--- src/rtl/hash_pkg.sv ---
// hash_pkg: shared state encoding, rotate helpers and the round-function
// helper used by hash_engine and by future multi-lane engines.
// Helpers work on a MAX_W-bit word and take the live width as an argument,
// so any engine up to MAX_W bits wide can reuse them unchanged.
package hash_pkg;

    typedef enum logic [1:0] {
        IDLE = 2'd0,
        RUN  = 2'd1,
        DONE = 2'd2
    } hash_state_t;

    localparam int MAX_W = 64;

    typedef logic [MAX_W-1:0] word_t;

    // All-ones mask covering the low w bits of a word.
    function automatic word_t width_mask(input int w);
        word_t m;
        if (w >= MAX_W) begin
            m = '1;
        end else begin
            m = (word_t'(1) << w) - word_t'(1);
        end
        return m;
    endfunction

    // Rotate the low w bits of x left by r (1 <= r <= w-1).
    function automatic word_t rotl(input word_t x, input int w, input int r);
        word_t xm;
        xm = x & width_mask(w);
        return ((xm << r) | (xm >> (w - r))) & width_mask(w);
    endfunction

    // Rotate the low w bits of x right by r (1 <= r <= w-1).
    function automatic word_t rotr(input word_t x, input int w, input int r);
        word_t xm;
        xm = x & width_mask(w);
        return ((xm >> r) | (xm << (w - r))) & width_mask(w);
    endfunction

    // Next data operand: (P ^ rotr(K)) + (D ^ ~rotl(K)), modulo 2^w.
    // Bits above w may hold garbage before the final mask; the mask makes
    // the addition wrap exactly like a w-bit adder.
    function automatic word_t round_data(input word_t k, input word_t d,
                                         input word_t p, input int w,
                                         input int r);
        return ((p ^ rotr(k, w, r)) + (d ^ ~rotl(k, w, r))) & width_mask(w);
    endfunction

    // Next prev operand: the old data operand rotated left.
    function automatic word_t round_prev(input word_t d, input int w,
                                         input int r);
        return rotl(d, w, r);
    endfunction

endpackage

--- src/rtl/hash_round.sv ---
// hash_round: one purely combinational mixing round, (K, D, P) -> (D', P').
// WIDTH may be at most hash_pkg::MAX_W; ROT must lie in 1..WIDTH-1.
module hash_round
    import hash_pkg::*;
#(
    parameter int WIDTH = 32,
    parameter int ROT   = 8
) (
    input  logic [WIDTH-1:0] i_key,
    input  logic [WIDTH-1:0] i_d,
    input  logic [WIDTH-1:0] i_p,
    output logic [WIDTH-1:0] o_d,
    output logic [WIDTH-1:0] o_p
);

    assign o_d = WIDTH'(round_data(word_t'(i_key), word_t'(i_d), word_t'(i_p),
                                   WIDTH, ROT));
    assign o_p = WIDTH'(round_prev(word_t'(i_d), WIDTH, ROT));

endmodule

--- src/rtl/hash_engine.sv ---
// hash_engine: handshaked, parametrised hash core. Accepts one request in
// IDLE, runs ROUNDS mixing rounds (one per cycle), then holds the digest
// D+P until the consumer takes it. Chaining reuses the last consumed digest
// as the prev operand.
module hash_engine
    import hash_pkg::*;
#(
    parameter int WIDTH  = 32,
    parameter int ROUNDS = 2,
    parameter int ROT    = 8,
    parameter int CNT_W  = 16
) (
    input  logic             clk,
    input  logic             rst,
    input  logic [WIDTH-1:0] key,
    input  logic             in_valid,
    output logic             in_ready,
    input  logic [WIDTH-1:0] in_data,
    input  logic [WIDTH-1:0] in_prev,
    input  logic             in_chain,
    output logic             out_valid,
    input  logic             out_ready,
    output logic [WIDTH-1:0] out_hash,
    output logic [CNT_W-1:0] done_count
);

    localparam int RW = $clog2(ROUNDS + 1);
    localparam logic [RW-1:0] LAST_ROUND = RW'(ROUNDS - 1);

    hash_state_t      r_state;
    logic [RW-1:0]    r_round;
    logic [WIDTH-1:0] r_k;
    logic [WIDTH-1:0] r_d;
    logic [WIDTH-1:0] r_p;
    logic [WIDTH-1:0] r_chain;
    logic [CNT_W-1:0] r_doneCount;

    logic [WIDTH-1:0] w_dNext;
    logic [WIDTH-1:0] w_pNext;
    logic [WIDTH-1:0] w_digest;

    hash_round #(
        .WIDTH (WIDTH),
        .ROT   (ROT)
    ) u_round (
        .i_key (r_k),
        .i_d   (r_d),
        .i_p   (r_p),
        .o_d   (w_dNext),
        .o_p   (w_pNext)
    );

    assign w_digest   = r_d + r_p;
    assign in_ready   = (r_state == IDLE);
    assign out_valid  = (r_state == DONE);
    assign out_hash   = (r_state == DONE) ? w_digest : '0;
    assign done_count = r_doneCount;

    // FSM, operand registers, chain register and completed-digest counter.
    always_ff @(posedge clk) begin
        if (rst) begin
            r_state     <= IDLE;
            r_round     <= '0;
            r_k         <= '0;
            r_d         <= '0;
            r_p         <= '0;
            r_chain     <= '0;
            r_doneCount <= '0;
        end else begin
            case (r_state)
                IDLE: begin
                    if (in_valid) begin
                        r_k     <= key;
                        r_d     <= in_data;
                        r_p     <= in_chain ? r_chain : in_prev;
                        r_round <= '0;
                        r_state <= RUN;
                    end
                end
                RUN: begin
                    r_d     <= w_dNext;
                    r_p     <= w_pNext;
                    r_round <= r_round + RW'(1);
                    if (r_round == LAST_ROUND) begin
                        r_state <= DONE;
                    end
                end
                DONE: begin
                    if (out_ready) begin
                        r_chain     <= w_digest;
                        r_doneCount <= r_doneCount + CNT_W'(1);
                        r_state     <= IDLE;
                    end
                end
                default: begin
                    r_state <= IDLE;
                end
            endcase
        end
    end

endmodule
--- config.mk ---
export PLATFORM = sky130hd
export DESIGN_NAME = hash_engine
export DESIGN_NICKNAME = d
export VERILOG_FILES = /design/src/rtl/hash_pkg.sv /design/src/rtl/hash_round.sv /design/src/rtl/hash_engine.sv
export SDC_FILE = /design/constraint.sdc
export NUM_CORES = 1
export LEC_CHECK = 0
export ABC_AREA = 0
export BUFFER_PORTS_ARGS = -buffer_cell sky130_fd_sc_hd__buf_2
export CAP_MARGIN = 10
export CORE_ASPECT_RATIO = 2
export CORE_MARGIN = 5
export CORE_UTILIZATION = 40
export CTS_CLUSTER_SIZE = 24
export DETAILED_ROUTE_END_ITERATION = 10
export GPL_ROUTABILITY_DRIVEN = 0
export SYNTH_ARGS = -nofsm -noshare
export SYNTH_HDL_FRONTEND = slang
export SYNTH_SLANG_ARGS = --single-unit
--- constraint.sdc ---
create_clock -name clk -period 4 [get_ports clk]
set_clock_uncertainty 0.05 [all_clocks]
set_input_delay 0.4 -clock clk [delete_from_list [all_inputs] [get_ports clk]]
set_output_delay 0.4 -clock clk [all_outputs]
set_load 0.01 [all_outputs]
==> run metrics, run 1 <==
internal power 3.37 mW; post-synthesis sequential area ratio about 30%; via count 10000; Hold Violations, Final 0; number of buffers created by CTS 17; VDD IR max 247 uV; Synth Flop Type dfxtp_1; Netlist cell types between 50 and 60; clock power share between 20 and 30%; hold path start key[11]; cells after synthesis roughly 1300; WP data arrival about 3.4 ns; wire per inst around 21 um; fmax between 200 and 300 MHz; drt total wl between 30 and 40 mm; startpoint types register; main combinational cell family by area after synthesis simple AND/OR/NAND/NOR gates; Least-Margin Pin Slew approximately 1.0 ns; Die Area around 28000 sq um; largest net degree at the start of global routing between 90 and 100; CTS tree yes; switch share roughly two fifths; Setup TNS 0 ns; delay-heaviest family, CP compound AO/OA/AOI/OAI gates; Worst R2R Start r_k[3]; Die Y between 200 and 250 um; final period utilization 96.8%; fin worst setup slack 0.127 ns; CP max stage delay around 0.42 ns; crit-path cells ha_2, fa_2, a21o_1, a221o_1, a311oi_4, o21ai_2, a21oi_2, buf_4, o21ai_0, xnor2_1, nor2_1, buf_2; # hold bufs at CTS 0; Die W approximately 120 um; sequential power share 32.6%; final antenna-violating net count 0; synth warn 0; Post-Synth XOR/XNOR Area a little over a tenth; detailed-router iteration count before antenna repair 5; Fill cells ~2500; core area approximately 25000 sq um; I/O Pins 151; #FFs+latches synth about 150; fin cells 1756; ys async rst share 0%; Max-slew headroom 30.0%; top cells by area, synth dfxtp_1 30%, ha_1 8.0%, nor2_1 6.8%, nand2_1 6.4%, a21oi_1 6.0%; H-Tree Depth 4; via-per-instance ratio roughly 5.7; status finished, final reports clean; share of cells above drive strength 1 16.2%; PortBufs 150; max_cap viols 0; CP endpoint kind output port; Post-Synth Simple-Gate Area around 22%; post-synthesis cell area around 10000 sq um; Area growth, synth to finish 17.5%; initial antenna violation count 0; post-DP HPWL between 20 and 30 mm; # nets final approximately 1600; CTS root buf clkbuf_16; syn_area_per_cell 7.75 sq um; CTS sink count between 100 and 150; most frequent cells in the layout 181 x nor2_1, 170 x nand2_1, 149 x buf_2; crit path launch r_d[0]; Pwr Density ~480 nW/um^2; Post-synth EDFFs 0; dpl cells around 1700; deepest clock path buffer count 2; crit path max fanout 4; top cell type's share of synthesized area 29.7%; number of global-route vias before repair 9816; Starting Density 40.7%; grt ovf 0; Rows 81; Hold WS around 0.14 ns; CP bufs+invs 2; ant diodes 0; Leak approximately 5.2 nW; mux contribution to synthesized area around 4.3%; drt drc 0; Req. time, crit path 3.55 ns; Worst-Skew Late Latency between 0.4 and 0.5 ns; switching power 2.23 mW; Post-Synth Adder-Cell Area 8.42%; area leader, netlist dfxtp_1; Compound-Gate Fraction of Synth Area roughly 22%; most common cell after layout, fill and taps aside nor2_1; fin. max-slew vios 0; Setup CP Type register to output port; Setup WS pre-CTS 0.452 ns; 1st-iter DRT viols roughly 510; # setup viols final 0; post-route minimum period 3.87 ns; CP max-delay cell a311oi_4; GRT Resource Usage Total about 26%; Clk pin slew, worst setup/hold paths 0.07 ns; Hold Path Class input port to register; syn nets about 1500; first-pass GRT wire length between 50 and 60 mm; Logic pwr share a little under two fifths
-- per-layer routing --
metal | GRT usage [%] | vias up | wire, um
met3 | 4.68 | 94 | 1690
met4 | 16.2 | 0 | 2460
met5 | 0 | - | 0
met2 | 46.8 | 313 | 19300
met1 | 26.7 | 4753 | 13500
li1 | - | 4846 | -
-- final cells by class --
class / instances / area [sq um] / area share, %
clock buffer: 17 / 425 / 3.63
clock inverter: 15 / 168 / 1.43
inverter: 15 / 56.3 / 0.480
multi-input combinational: 1051 / 6740 / 57.4
sequential: 148 / 2960 / 25.3
tap: 332 / 415 / 3.54
timing repair buffer: 178 / 963 / 8.21
-- through the flow --
stage | utilization [%] | power, mW | area (sq um)
2_1_floorplan | - | 3.27 | 9990
3_3_place_gp | 45.2 | 3.90 | 11100
3_5_place_dp | 45.2 | 3.91 | 11100
4_1_cts | 47.6 | 5.59 | 11700
5_1_grt | 47.8 | 5.90 | 11700
6_report | 47.8 | 5.60 | 11700
-- power by group through the flow --
stage | logic, mW | registers, mW | clock network (mW)
finish | 2.11 | 1.83 | 1.67
global route | 2.31 | 1.83 | 1.76
CTS | 2.08 | 1.82 | 1.69
detailed placement | 2.06 | 1.85 | 0
global placement | 2.05 | 1.85 | 0
floorplan | 1.54 | 1.73 | 0
-- worst min-delay path, delay by kind of cell --
| kind | cells | cell delay [ns] |
|---|---|---|
| buf+inv | 1 | 0.10 |
| compound gates | 1 | 0.05 |
| simple gates | 1 | 0.04 |
-- flip-flops by register name (all words and copies together), names as in the netlist --
name        count
r_round         2
r_k            32
r_p            32
r_d            32
done_count     16
r_state         2
r_chain        32
-- logic make-up after synthesis --
family,Yosys count
and+or+nand+nor,492
AOI/OAI and AO/OA,327
xor gates and xnor gates,123
DFF,148
adders and majority gates,66
muxes,43
buffers and inverters,90
-- final timing paths --
| check | end | slack (ns) | depth (start not counted) |
|---|---|---|---|
| max | out_hash[16] | 0.13 | 12 |
| min | r_k[11] | 0.14 | 3 |
| max reg2reg | r_d[31] | 0.58 | 10 |
| min reg2reg | r_chain[0] | 0.41 | 2 |
-- timing repair --
item | 4_1_cts | 5_1_grt
gates resized for setup | 1 | 10
pin swaps | 1 | 6
endpoints found under the setup margin | 5 | 5
setup buffers | 1 | 2
hold endpoints to repair | 0 | 0
-- cell usage after synthesis, drive strengths merged (6+ instances only) --
| library cell | n |
|---|---|
| a211oi | 9 |
| a21o | 34 |
| a21oi | 121 |
| a221oi | 36 |
| a311oi | 19 |
| a31oi | 12 |
| and2 | 15 |
| and3 | 14 |
| and4 | 6 |
| buf | 8 |
| clkbuf | 67 |
| dfxtp | 148 |
| ha | 64 |
| inv | 14 |
| mux2i | 43 |
| nand2 | 171 |
| nand2b | 6 |
| nand3 | 25 |
| nand4 | 25 |
| nor2 | 182 |
| nor3 | 18 |
| o21a | 12 |
| o21ai | 41 |
| o21bai | 10 |
| or3 | 9 |
| xnor2 | 56 |
| xor2 | 67 |
(Power assumes the default switching activity.)
==> run 2: changes to the inputs <==
--- a/config.mk
+++ b/config.mk
@@ -10,10 +10,11 @@
 export CAP_MARGIN = 10
 export CORE_ASPECT_RATIO = 2
 export CORE_MARGIN = 5
-export CORE_UTILIZATION = 40
+export CORE_UTILIZATION = 50
 export CTS_CLUSTER_SIZE = 24
 export DETAILED_ROUTE_END_ITERATION = 10
 export GPL_ROUTABILITY_DRIVEN = 0
+export PLACE_DENSITY = 0.71
 export SYNTH_ARGS = -nofsm -noshare
 export SYNTH_HDL_FRONTEND = slang
 export SYNTH_SLANG_ARGS = --single-unit
==> run 2 against run 1 <==
Critical path depth unchanged. Global-route usage increased by 4.8 points. Core utilization is 11 points higher. Critical path type unchanged. Highest routed layer unchanged. Hold slack worse by 0.0029 ns. Cell count fell by 4.2%. Sequential cell count is the same. Setup slack improved by 0.027 ns. First-iteration DRC count is 50% higher. Total power about the same.
==> run metrics, run 2 (same netlist as run 1, synthesis figures left out) <==
wire per inst 21.1 um (+0.17%); Req. time, crit path 3.55 ns (about the same); Clk pin slew, worst setup/hold paths 0.07 ns (about the same); I/O Pins 151 (unchanged); CTS sink count 148 (unchanged); CTS tree yes; share of cells above drive strength 1 15.8% (-0.38 points); Pwr Density 483 nW/um^2 (+1.1%); final antenna-violating net count 0 (unchanged); number of global-route vias before repair 9898 (+0.84%); VDD IR max 280 uV (+13%); Leak 5.20 nW (-0.56%); detailed-router iteration count before antenna repair 5 (unchanged); Setup TNS 0 ns (unchanged); CP max-delay cell a221o_1; ant diodes 0 (unchanged); largest net degree at the start of global routing 68 (-27%); fin area 11600 sq um (-0.97%); FF+latch area 2960 sq um (unchanged); CP bufs+invs 2 (unchanged); PortBufs 150 (unchanged); post-DP HPWL 27.3 mm (-6.1%); # nets final 1574 (-0.25%); crit path max fanout 4 (unchanged); H-Tree Depth 4 (unchanged); Worst-Skew Late Latency 0.45 ns (about the same); first-pass GRT wire length 53.8 mm (-2.9%); status finished, final reports clean; CP endpoint kind output port; most frequent cells in the layout 181 x nor2_1, 170 x nand2_1, 149 x buf_2; via-per-instance ratio 6.08 (+6.7%); Hold Violations, Final 0 (unchanged); fmax 260 MHz (+0.69%); core area 19800 sq um (-19%); drt total wl 35.4 mm (-4.0%); post-route minimum period 3.85 ns (-0.0267 ns); GRT Resource Usage Total 30.6% (+4.8 points); Max-slew headroom 33.1% (+3.1 points); # setup viols final 0 (unchanged); deepest clock path buffer count 2 (unchanged); max_cap viols 0 (unchanged); number of buffers created by CTS 17 (unchanged); final core utilization 58.6% (+11 points); most common cell after layout, fill and taps aside nor2_1; Die Y 210 um (-10%); initial antenna violation count 0 (unchanged); via count 10200 (+2.2%); Fill cells 1869 (-26%); 1st-iter DRT viols 762 (+50%); Multi-input gate area 6730 sq um (-0.13%); Setup CP Type register to output port; Hold Path Class input port to register; Die Area 23100 sq um (-19%); Placed Area 11000 sq um (-1.1%); Starting Density 50.4% (+9.7 points); fin. max-slew vios 0 (unchanged); Die W 110 um (-9.7%); startpoint types register; drt drc 0 (unchanged); Area growth, synth to finish 16.3%; Least-Margin Pin Slew 1.00 ns (-0.0465 ns); Setup WS pre-CTS 0.404 ns (-0.0481 ns); CTS root buf clkbuf_16; crit-path cells ha_2, fa_2, a21o_1, a221o_1, a311oi_4, o21ai_2, a21oi_2, buf_4, o21ai_0, xnor2_1, nor2_1, buf_2; CP max stage delay 0.41 ns (about the same); WP data arrival 3.40 ns (-0.02 ns); delay-heaviest family, CP compound AO/OA/AOI/OAI gates; fin worst setup slack 0.154 ns (+0.0267 ns); RSZ-0062 raised after global routing false; # hold bufs at CTS 0 (unchanged); grt ovf 0 (unchanged); final period utilization 96.1% (-0.67 points); Rows 73 (-9.9%)
## run 2: worst paths after layout
check	start	slack, ns	cells after the start	to
max reg2reg	r_p[16]	0.47	10	r_d[31]
max	r_d[0]	0.15	12	out_hash[16]
min reg2reg	r_chain[12]	0.41	2	r_chain[12]
min	key[24]	0.14	3	r_k[24]
## run 2: through the flow
step	total power [mW]	hold WS, ns	instances
finish	5.61	0.137	1682
floorplan	3.27	0.386	1289
CTS	5.55	0.140	1678
global route	5.87	0.155	1682
global placement	3.87	0.392	1645
detailed placement	3.89	0.401	1645
## run 2: what timing repair did
item / CTS / global route
resized for setup: 1 / 10
endpoints found under the setup margin: 3 / 8
cloned: 0 / 0
pin swaps: 1 / 5
setup buffers: 1 / 4
hold endpoints to repair: 0 / 0
## run 2: cell type report
| cell class | count | share of cell area (%) |
|---|---|---|
| inverter | 15 | 0.485 |
| tap | 262 | 2.82 |
| clock inverter | 14 | 1.41 |
| multi-input combinational | 1051 | 57.9 |
| clock buffer | 18 | 3.69 |
| timing repair buffer | 174 | 8.14 |
| sequential | 148 | 25.5 |
## run 2: worst register-to-register path, cell delays in order, from the launching register on
cell      delay [ns]
dfxtp_1         0.47
xor2_1          0.44
ha_1            0.40
a21oi_1         0.18
o211ai_1        0.14
nand2b_1        0.18
nor4_1          0.47
o31a_1          0.33
o311a_1         0.29
nor4_1          0.07
or3_1           0.38
## run 2: power by group
group          switching [mW]  total (mW)  internal (mW)
logic                    1.29        2.13          0.845
clock network           0.727        1.66          0.936
registers               0.222        1.81           1.59
## run 2: metal layers
metal  global-route usage (%)  part of all wire (%)  vias to the layer above
li1                         -                     -                     4838
met1                     33.2                    36                     4761
met2                     51.0                    49                      467
met3                     4.71                   6.3                      159
met4                     24.8                   9.2                        0
met5                        0                     0                        -
